`config.mk`:
```
export PLATFORM = sky130hd
export DESIGN_NAME = net_send_tx_arb
export DESIGN_NICKNAME = d
export VERILOG_FILES = /design/src/rtl/net_send_tx_arb.sv
export SDC_FILE = /design/constraint.sdc
export NUM_CORES = 2
export LEC_CHECK = 0
export BUFFER_PORTS_ARGS = -buffer_cell sky130_fd_sc_hd__buf_2
export CORE_AREA = 2 2 693 695
export DETAILED_ROUTE_END_ITERATION = 10
export DIE_AREA = 0 0 695 697
export GPL_ROUTABILITY_DRIVEN = 0
export PLACE_DENSITY = 0.36
export SYNTH_ARGS = -nofsm -noshare
export SYNTH_HDL_FRONTEND = slang
export SYNTH_SLANG_ARGS = --single-unit
```
`constraint.sdc`:
```
create_clock -name clk -period 2.95 [get_ports clk]
set_clock_uncertainty 0.15 [all_clocks]
set_input_delay 0.885 -clock clk [delete_from_list [all_inputs] [get_ports clk]]
set_output_delay 0.885 -clock clk [all_outputs]
set_load 0.01 [all_outputs]
```
`src/rtl/net_send_tx_arb.sv`:
```
// net_send_tx_arb: packet-atomic round-robin merge of two AXI-streams onto one,
// with a 2-entry registered output buffer and per-source packet counters.
module net_send_tx_arb #(
    parameter int DATA_WIDTH = 512,
    parameter int KEEP_WIDTH = 64,
    parameter int CNT_WIDTH  = 32
) (
    input  logic                  clk,
    input  logic                  rst,
    input  logic [DATA_WIDTH-1:0] NET_SEND_0_tdata,
    input  logic [KEEP_WIDTH-1:0] NET_SEND_0_tkeep,
    input  logic                  NET_SEND_0_tlast,
    input  logic                  NET_SEND_0_tvalid,
    output logic                  NET_SEND_0_tready,
    input  logic [DATA_WIDTH-1:0] NET_SEND_1_tdata,
    input  logic [KEEP_WIDTH-1:0] NET_SEND_1_tkeep,
    input  logic                  NET_SEND_1_tlast,
    input  logic                  NET_SEND_1_tvalid,
    output logic                  NET_SEND_1_tready,
    output logic [DATA_WIDTH-1:0] NET_TX_tdata,
    output logic [KEEP_WIDTH-1:0] NET_TX_tkeep,
    output logic                  NET_TX_tlast,
    output logic                  NET_TX_tvalid,
    input  logic                  NET_TX_tready,
    output logic [CNT_WIDTH-1:0]  pkt_cnt_0,
    output logic [CNT_WIDTH-1:0]  pkt_cnt_1
);
    typedef enum logic [1:0] {IDLE, FWD0, FWD1} state_t;

    state_t                r_state, w_state_nxt;
    logic                  r_last, w_last_nxt;
    logic [1:0]            r_count;
    logic                  r_wr_ptr, r_rd_ptr;
    logic [DATA_WIDTH-1:0] r_data [2];
    logic [KEEP_WIDTH-1:0] r_keep [2];
    logic                  r_tlast [2];
    logic                  w_space, w_acc0, w_acc1, w_push, w_pop, w_in_last;
    logic [DATA_WIDTH-1:0] w_in_data;
    logic [KEEP_WIDTH-1:0] w_in_keep;

    // Space is judged on the registered count only, so MAC ready never reaches source ready.
    assign w_space           = r_count != 2'd2;
    assign NET_SEND_0_tready = (r_state == FWD0) && w_space;
    assign NET_SEND_1_tready = (r_state == FWD1) && w_space;
    assign w_acc0            = NET_SEND_0_tready && NET_SEND_0_tvalid;
    assign w_acc1            = NET_SEND_1_tready && NET_SEND_1_tvalid;
    assign w_push            = w_acc0 || w_acc1;
    assign w_in_data         = w_acc1 ? NET_SEND_1_tdata : NET_SEND_0_tdata;
    assign w_in_keep         = w_acc1 ? NET_SEND_1_tkeep : NET_SEND_0_tkeep;
    assign w_in_last         = w_acc1 ? NET_SEND_1_tlast : NET_SEND_0_tlast;

    assign NET_TX_tvalid = r_count != 2'd0;
    assign NET_TX_tdata  = r_data[r_rd_ptr];
    assign NET_TX_tkeep  = r_keep[r_rd_ptr];
    assign NET_TX_tlast  = r_tlast[r_rd_ptr];
    assign w_pop         = NET_TX_tvalid && NET_TX_tready;

    always_ff @(posedge clk or negedge rst) begin
        if (!rst) begin
            r_state <= IDLE;
            r_last  <= 1'b1;
        end else begin
            r_state <= w_state_nxt;
            r_last  <= w_last_nxt;
        end
    end

    // On a tie the source that was not granted last time wins.
    always_comb begin
        w_state_nxt = r_state;
        w_last_nxt  = r_last;
        case (r_state)
            IDLE: begin
                if (NET_SEND_0_tvalid && (!NET_SEND_1_tvalid || r_last)) begin
                    w_state_nxt = FWD0;
                    w_last_nxt  = 1'b0;
                end else if (NET_SEND_1_tvalid) begin
                    w_state_nxt = FWD1;
                    w_last_nxt  = 1'b1;
                end
            end
            FWD0:    w_state_nxt = (w_acc0 && NET_SEND_0_tlast) ? IDLE : FWD0;
            FWD1:    w_state_nxt = (w_acc1 && NET_SEND_1_tlast) ? IDLE : FWD1;
            default: w_state_nxt = IDLE;
        endcase
    end

    always_ff @(posedge clk or negedge rst) begin
        if (!rst) begin
            r_count    <= 2'd0;
            r_wr_ptr   <= 1'b0;
            r_rd_ptr   <= 1'b0;
            r_data[0]  <= '0;
            r_data[1]  <= '0;
            r_keep[0]  <= '0;
            r_keep[1]  <= '0;
            r_tlast[0] <= 1'b0;
            r_tlast[1] <= 1'b0;
        end else begin
            if (w_push) begin
                r_data[r_wr_ptr]  <= w_in_data;
                r_keep[r_wr_ptr]  <= w_in_keep;
                r_tlast[r_wr_ptr] <= w_in_last;
                r_wr_ptr          <= ~r_wr_ptr;
            end
            if (w_pop)
                r_rd_ptr <= ~r_rd_ptr;
            r_count <= r_count + {1'b0, w_push} - {1'b0, w_pop};
        end
    end

    always_ff @(posedge clk or negedge rst) begin
        if (!rst) begin
            pkt_cnt_0 <= '0;
            pkt_cnt_1 <= '0;
        end else begin
            if (w_acc0 && NET_SEND_0_tlast)
                pkt_cnt_0 <= pkt_cnt_0 + 1'b1;
            if (w_acc1 && NET_SEND_1_tlast)
                pkt_cnt_1 <= pkt_cnt_1 + 1'b1;
        end
    end
endmodule

```
==> qor.txt <==
Slew Viols, Final: 0
CP Capture Type: output port
Post-synth EDFFs: 0
Arrival @ worst endpoint: 2.63 ns
Register area share after synthesis: 54.36%
Initial antenna violation count: 117
Syn avg cell area: 10.67 um^2
CTS tree: built
Final Hold Viols: 0
Main area contributors after synthesis: dfrtp_1, mux2_2, mux2i_1, a21oi_1, nand2_1
Cell variety after synth: 39
Vias in the first global route: 49200
Row count: 254
Gr ovfl total: 0
CP Cell Sequence: buf_12 > buf_4 > mux2_2 > buf_2
Synthesized Nets: 6450
Clock Sinks: 1225
Peak Freq: 273.2 MHz
P&R area growth vs syn: 46.31%
Pre-CTS WS: -0.1076 ns
Via count: 48280
DR WL/cell: 26.55 um
PD cells: 1229 mW/mm^2
Skew-Pair Late Insertion Delay: 0.85 ns
Startpoint types: flop
Number of synthesized register bits: 1225
CP peak stage delay: 0.44 ns
Relative slew margins: 50.13%
Yosys warns: 0
Die height: 697 um
Setup violation total in the final timing report: 579
Pwr Total: 101400 uW
Reg2Reg Launch Point: r_state[1]$_DFFE_PN0P_
H-Tree Depth: 4
Hold path depth: 2
Post-layout minimum cycle time: 3.661 ns
Hold WC Path Type: primary input to flop
Max Cap Viol: 0
Tot GR Track Use: 14.69%
Area share of the leading cell type in the synthesized netlist: 54.31%
First drt pass iteration count: 6
Outcome: finished with violations
Highest-delay cell along the critical path: dfrtp_4
DRC: 0
Root Buffer: clkbuf_16
Failing checks: negative setup slack
VDD IR max: 0.0006660 V
Post-Syn Area: 0.05640 mm^2
Fraction of layout cells with a size suffix above 1: 42.16%
Top-count cell post-synth: dfrtp_1
DR iter-0 viols: 2597
Min Hold Slack: 0.1653 ns
Post-DP HPWL: 313700 um
DR vias/cell: 3.465
Fraction of registers with async set/reset: 100.0%
Worst Setup SP: r_rd_ptr$_DFFE_PN0P_
Final worst slack: -0.7110 ns
Post-synth top area cell: dfrtp_1
Starting Density: 11.82%
Nets: 8536
Final Cycle Share: 124.1%
First-pass GRT wire length: 479600 um
Post-Route WL: 370000 um
Worst hold start: NET_SEND_0_tvalid
I/O Buffers: 1802
Critical Path Fanout Max: 31
CORE AREA: 0.4770 mm^2
Max clock buf depth: 4
Cells after synthesis: 5288
RSZ-0062 raised after global routing: yes
I/O pin cnt: 1803
Die width: 695 um
R2R depth: 7
Primary FF master, synth: dfrtp_1
Crit Path Category: flop to output port
Largest net degree at the start of global routing: 100
Routed Antenna Nets: 0
Synth top cells by count: dfrtp_1, nand2_1, nor2_1
Worst EP required: 1.92 ns
Clock transition at path regs: 0.06 ns
Leakage power: 0.04039 uW
Slew @ Worst Pin: 0.7272 ns
Die ar.: 0.4844 mm^2
Total CTS buffers: 165
## report_power, final
group | switching [uW] | total [uW] | internal, uW | leakage, uW
registers | 4790 | 29400 | 24600 | 0.0146
clock network | 8620 | 21300 | 12700 | 0.00278
logic | 32500 | 50700 | 18200 | 0.0230
total | 45900 | 101000 | 55500 | 0.0404
## cell families (layout without fill, tap and decap cells)
| group | Yosys count | in the layout | synth area share (%) |
|---|---|---|---|
| flip-flops | 1225 | 1225 | 54.36 |
| XOR/XNOR | 66 | 66 | 1.025 |
| other | 0 | 28 | 0 |
| AO/OA/AOI/OAI | 1164 | 1164 | 10.35 |
| adder cells (fa/ha/maj) | 3 | 3 | 0.06656 |
| multiplexers | 1156 | 1156 | 21.80 |
| AND/OR/NAND/NOR | 1283 | 1283 | 9.061 |
| buffers and inverters | 391 | 2607 | 3.339 |
## cells in the final DEF, fill, tap and decap left out, types with 4 or more instances in the layout
master      netlist  final
dfrtp_1        1224   1223
clkbuf_1        157     31
and2_1            4      4
buf_4            54    408
buf_2           158   1790
nand4_1          14     14
and3_1           10     10
a21oi_1         581    581
nand3_1          27     26
nor4_1            4      4
buf_12            0     98
clkbuf_8          0     40
nor2_1          592    592
xor2_1           18     18
xnor2_1          48     48
clkinvlp_4        0      6
mux2_4            0     17
clkinv_2          0     25
nand2_1         602    601
o21ai_1         252    252
mux2i_1         576    576
inv_1             5      5
and4_1            9      9
inv_16            0      5
nor3_1            6      6
diode_2           0     28
mux2_2          580    563
inv_6             0      6
o21ai_0         327    327
bufinv_16         0     14
clkbuf_16         0    168
## routing by layer
metal | GRT usage [%] | vias up | wire, um
met3 | 4.635 | 444 | 28930
li1 | - | 22520 | -
met2 | 24.59 | 1520 | 174600
met5 | 0 | - | 295
met1 | 17.79 | 23750 | 152200
met4 | 4.720 | 46 | 13900
## critical path, delay by kind of cell (launching register included)
kind                   cells  cell delay [ns]
DFF                        1             0.44
buffers and inverters      3             0.69
muxes                      1             0.39
## final cells by class
type / instances / area (um^2)
well taps: 6400 / 8008
multi-input cells: 3672 / 23950
clock buffers: 238 / 4846
clock inverters: 59 / 812.0
repair buffers: 2305 / 14150
flip-flops and latches: 1225 / 30660
inverters: 5 / 18.77
fillers: 53490 / 394500
diodes: 28 / 70.07
## metrics by stage
step / util [%] / instances / instance area (um^2) / TNS (ns)
2_1_floorplan: - / 5288 / 56400 / 0
3_3_place_gp: 16.06 / 13610 / 76630 / -0.8654
3_5_place_dp: 16.06 / 13610 / 76630 / -1.761
4_1_cts: 17.27 / 13900 / 82380 / -400.62
5_1_grt: 17.29 / 13930 / 82490 / -392.08
6_report: 17.30 / 13930 / 82510 / -326.34
## worst paths after layout
kind	slack, ns	to
max	-0.71	NET_TX_tdata[151]
min	0.17	r_last$_DFFE_PN1P_
max reg2reg	0.07	r_data[197]$_DFFE_PN0P_
min reg2reg	0.32	r_data[422]$_DFFE_PN0P_
max in group asynchronous	1.18	r_keep[71]$_DFFE_PN0P_
min in group asynchronous	0.54	r_data[495]$_DFFE_PN0P_
## registers in the layout, indices dropped and copies added, names as in the netlist
| name | count |
|---|---|
| r_state | 2 |
| r_rd_ptr | 1 |
| pkt_cnt_1 | 32 |
| r_count | 2 |
| r_wr_ptr | 1 |
| r_tlast | 2 |
| r_last | 1 |
| r_keep | 128 |
| r_data | 1024 |
| pkt_cnt_0 | 32 |
## timing repair
action	in CTS	in global routing
buffers inserted	0	0
cloned	0	1
hold buffers	1	0
endpoints found under the hold margin	3	0
resized for setup	18	10
pin swaps	0	0
setup endpoints to repair	581	582
No activity file was read; power rests on OpenSTA's default activity.
